<file path="src/rtl/commit_controller_pkg.sv">
// Shared ROB/commit encodings: head instruction types and commit FSM states.
package commit_controller_pkg;

  typedef enum logic [1:0] {
    HT_REG    = 2'd0,
    HT_STORE  = 2'd1,
    HT_BRANCH = 2'd2,
    HT_HALT   = 2'd3
  } head_type_e;

  typedef enum logic [1:0] {
    S_IDLE       = 2'd0,
    S_STORE_WAIT = 2'd1,
    S_FLUSH      = 2'd2,
    S_HALT       = 2'd3
  } commit_state_e;

endpackage

</file>
<file path="src/rtl/commit_controller.sv">
// In-order commit controller for the ROB head: register writes, store handshake,
// mispredict flush and halt. Optional commitCount output when COMMIT_COUNTER_EN is defined.
module commit_controller
  import commit_controller_pkg::*;
#(
  parameter int ROB_WIDTH = 4
) (
  input  logic                 clockIn,
  input  logic                 resetIn,
  input  logic                 readyIn,
  input  logic                 headValid,
  input  logic                 headReady,
  input  logic [ROB_WIDTH-1:0] headId,
  input  logic [1:0]           headType,
  input  logic [4:0]           headRd,
  input  logic [31:0]          headValue,
  input  logic                 headMispredict,
  input  logic [31:0]          headTarget,
  output logic                 commitAck,
  output logic                 regWriteFlag,
  output logic [ROB_WIDTH-1:0] regRobId,
  output logic [4:0]           regWriteAddr,
  output logic [31:0]          regWriteValue,
  output logic                 storeReq,
  input  logic                 storeAck,
  output logic                 clearOut,
  output logic                 redirectFlag,
  output logic [31:0]          redirectPc,
  output logic                 haltOut
`ifdef COMMIT_COUNTER_EN
  ,
  output logic [31:0]          commitCount
`endif
);

  commit_state_e state;
  head_type_e    htype;
  logic          headGo;
  logic          storeDone;

  assign htype = head_type_e'(headType);

  // Reset masks the Mealy outputs so an aborted store never acks.
  assign headGo    = (state == S_IDLE) && readyIn && headValid && headReady && !resetIn;
  assign storeDone = (state == S_STORE_WAIT) && readyIn && storeAck && !resetIn;

  assign commitAck     = (headGo && (htype != HT_STORE)) || storeDone;
  assign regWriteFlag  = headGo && ((htype == HT_REG) || (htype == HT_BRANCH)) && (headRd != 5'd0);
  assign regRobId      = headId;
  assign regWriteAddr  = headRd;
  assign regWriteValue = headValue;

  always_ff @(posedge clockIn) begin
    if (resetIn) begin
      state        <= S_IDLE;
      storeReq     <= 1'b0;
      clearOut     <= 1'b0;
      redirectFlag <= 1'b0;
      haltOut      <= 1'b0;
      redirectPc   <= 32'd0;
    end else begin
      case (state)
        S_IDLE: begin
          if (headGo) begin
            case (htype)
              HT_STORE: begin
                state    <= S_STORE_WAIT;
                storeReq <= 1'b1;
              end
              HT_BRANCH: begin
                if (headMispredict) begin
                  state        <= S_FLUSH;
                  redirectPc   <= headTarget;
                  clearOut     <= 1'b1;
                  redirectFlag <= 1'b1;
                end
              end
              HT_HALT: begin
                state   <= S_HALT;
                haltOut <= 1'b1;
              end
              default: ;
            endcase
          end
        end
        S_STORE_WAIT: begin
          if (storeDone) begin
            state    <= S_IDLE;
            storeReq <= 1'b0;
          end
        end
        // Flush is a fixed one-cycle pulse; readyIn does not stretch it.
        S_FLUSH: begin
          state        <= S_IDLE;
          clearOut     <= 1'b0;
          redirectFlag <= 1'b0;
        end
        S_HALT: ;
        default: state <= S_IDLE;
      endcase
    end
  end

`ifdef COMMIT_COUNTER_EN
  always_ff @(posedge clockIn) begin
    if (resetIn)
      commitCount <= 32'd0;
    else if (commitAck)
      commitCount <= commitCount + 32'd1;
  end
`endif

endmodule

</file>
<file path="config.mk">
export PLATFORM = sky130hd
export DESIGN_NAME = commit_controller
export DESIGN_NICKNAME = d
export VERILOG_FILES = /design/src/rtl/commit_controller_pkg.sv /design/src/rtl/commit_controller.sv
export SDC_FILE = /design/constraint.sdc
export NUM_CORES = 1
export LEC_CHECK = 0
export ABC_CLOCK_PERIOD_IN_PS = 4000
export CORE_MARGIN = 2
export CORE_UTILIZATION = 34
export CTS_BUF_LIST = sky130_fd_sc_hd__clkbuf_8
export CTS_CLUSTER_DIAMETER = 150
export CTS_CLUSTER_SIZE = 8
export DETAILED_ROUTE_END_ITERATION = 12
export PLACE_DENSITY = 0.93
export SYNTH_ARGS = -nofsm -noshare
export SYNTH_HDL_FRONTEND = slang
export SYNTH_SLANG_ARGS = --single-unit
</file>
<file path="constraint.sdc">
create_clock -name clockIn -period 4 [get_ports clockIn]
set_input_delay 0.6 -clock clockIn [delete_from_list [all_inputs] [get_ports clockIn]]
set_output_delay 0.6 -clock clockIn [all_outputs]
set_load 0.01 [all_outputs]
</file>
==> out/results.tsv <==
stage	metric	value	unit
synthesis	Synth Flop Type	dfxtp_1	
critical_path	Crit. End Element	output pin	
synthesis	EDFF count, synth	0	
sta	setup TNS	0	ps
synthesis	synth unique cells	26	
sta	Final min period	2820	ps
clocking	Clock Pin Slew Worst Setup and Hold Paths	70	ps
layout	# nets final	359	
floorplanning	Starting Density	0.352	
sta	max-slew headroom at the worst pin	0.593	
floorplanning	chip width	76.7	um
critical_path	Worst Setup SP	readyIn	
route	post-route ant nets	0	
route	number of DRC markers in iteration 0	48	
critical_path	worst r2r dst	redirectFlag	
critical_path	Critical Path RT	3400	ps
floorplanning	# rows	26	
run_status	status	finished, final reports clean	
critical_path	Crit Path Category	in -> out	
synthesis	netlist area before placement	1800	um2
layout	# diodes	0	
sta	period utilization	0.705	
synthesis	YS warnings	0	
floorplanning	die span in y	76.7	um
sta	fin. max-slew vios	0	
power_and_ir_drop	Pwr per Cell Area	303	nW/um2
route	WL/cell	12.3	um
layout	most common cell after layout, fill and taps aside	clkdlybuf4s50_1	
grt	number of global-route vias before repair	1492	
clocking	post-cts gate resize count	0	
synthesis	Mean Syn Cell Area	7.85	um2
worst_hold_path	HP Class	reg -> reg	
synthesis	post-synth top area cell	dfxtp_1	
synthesis	synth top area cells	dfxtp_1 (41%), buf_4 (18%), nand2_1 (15%), a21oi_1 (9.2%), ha_1 (2.8%)	
place	HPWL after DPL	3.23	mm
clocking	Clock Sinks	37	
grt	largest net degree at the start of global routing	42	
synthesis	post-synth top area share	0.412	
clocking	Max Root-Sink Buffers	2	
place	Final GP Congestion	0.742	
synthesis	syn_nets	315	
layout	share of cells above drive strength 1	0.0366	
clocking	Num CTS Buffers	5	
power_and_ir_drop	Leak	0.860	nW
route	final wirelength	4.21	mm
sta	hold violation count in the final report	0	
flow_run	max-cap violation count	0	
sta	fmax	355	MHz
clocking	Clk Latency, worst-skew pair	280	ps
grt	GRT Total Usage	0.140	
clocking	htree depth	2	
synthesis	FF+latch count, synth	37	
critical_path	crit path launch type	input pin	
critical_path	reg-to-reg setup timing slack	1720	ps
synthesis	ys async rst share	0	
route	DR vias	1570	
critical_path	Setup crit end	regWriteFlag	
grt	first-pass GRT wire length	6.70	mm
clocking	CTS tree	done	
floorplanning	die area	5890	um2
route	DRT Pass-1 Iters	4	
route	mean number of vias per cell	4.58	
sta	Worst Tran Pin Value	609	ps
clocking	clk root buf	clkbuf_8	
place	number of buffers added on ports	88	
clocking	Post-CTS Setup Inserts	0	
floorplanning	# IOs	161	
critical_path	Crit Reg-Reg Startpoint	state[0]	
sta	Finish-stage setup viols	0	
sta	clk_skew	3.19	ps
layout	P&R area growth vs syn	38.3	%
power_and_ir_drop	Design Power	753	uW
clocking	Hold Buf Count CTS	0	
sta	hold_ws	455	ps
critical_path	CP Max Fanout	6	
synthesis	register area share after synthesis	0.412	
route	drt drc	0	
critical_path	R2R cell count	7	
layout	commonest cells after routing, fill and taps aside	clkdlybuf4s50_1 (88), nand2_1 (74), dfxtp_1 (37), a21oi_1 (33), clkbuf_8 (6)	
grt	initial antenna violation count	0	
power_and_ir_drop	Peak VDD IR	194	uV
synthesis	Synth Instances	229	
critical_path	WP data arrival	2220	ps
sta	unrepaired setup endpoints after global routing	no	
floorplanning	Core Region	5110	um2
grt	GRT overflow	0	
critical path, cell delays in order:
cell,delay [ps]
clkdlybuf4s50_1,530
and4b_1,330
nand2_1,90
a21oi_1,120
clkdlybuf4s50_1,540
kinds of logic (layout without fill, tap and decap cells):
logic type / Yosys count / in the layout / synth area share
compound gates: 40 / 40 / 0.119
fa+ha+maj: 4 / 4 / 0.0278
buf+inv: 57 / 101 / 0.224
flops: 37 / 37 / 0.412
mux: 2 / 2 / 0.0111
simple gates: 89 / 89 / 0.206
final cells by class:
cell class / instances / area (um2)
timing repair buffer: 91 / 903
inverter: 3 / 11.3
multi-input combinational: 135 / 654
clock buffer: 6 / 82.6
tap: 70 / 87.6
sequential: 37 / 741
fill: 512 / 2620
clock inverter: 1 / 7.51
layer usage:
layer	GRT usage	vias to the layer above	share of wire
li1	-	785	-
met1	0.150	695	0.41
met2	0.239	72	0.48
met3	0.0506	18	0.082
met4	0.0745	0	0.024
met5	0	-	0
state kept, by name, summed over array words and instances, names as in the netlist:
register and flops:
storeReq 1, redirectPc 32, redirectFlag 1, state 2, haltOut 1
cells in the mapped netlist, types with 2 or more instances:
library cell	number
buf_4	43
nand2b_1	2
nor2_1	4
o21ai_0	2
inv_1	3
mux2i_1	2
dfxtp_1	37
buf_2	4
nand4b_1	2
nand2_1	74
buf_6	3
a21oi_1	33
ha_1	4
clkbuf_1	4
report_power, final:
| part | internal, mW | switching (mW) |
|---|---|---|
| combinational | 0.0666 | 0.0430 |
| sequential | 0.374 | 0.00558 |
| clock | 0.136 | 0.127 |
| total | 0.577 | 0.176 |
metrics by stage:
step	setup WS (ps)	utilization	cells	instance area, um2
after floorplan	2200	-	229	1800
final	1180	0.487	343	2490
after CTS	1190	0.487	343	2490
after global placement	1250	0.469	336	2400
after global routing	1080	0.487	343	2490
after detailed placement	1190	0.469	336	2400
worst min path at each step:
stage	from	end	slack (ps)	cells past startpoint
6_report	redirectPc[16]	redirectPc[16]	460	2
5_1_grt	redirectPc[2]	redirectPc[2]	480	2
4_1_cts	redirectPc[16]	redirectPc[16]	460	2
3_5_place_dp	redirectPc[16]	redirectPc[16]	450	2
3_3_place_gp	redirectPc[23]	redirectPc[23]	440	2
2_1_floorplan	redirectPc[0]	redirectPc[0]	480	2
Note: power is estimated with default switching activity, not from simulation.
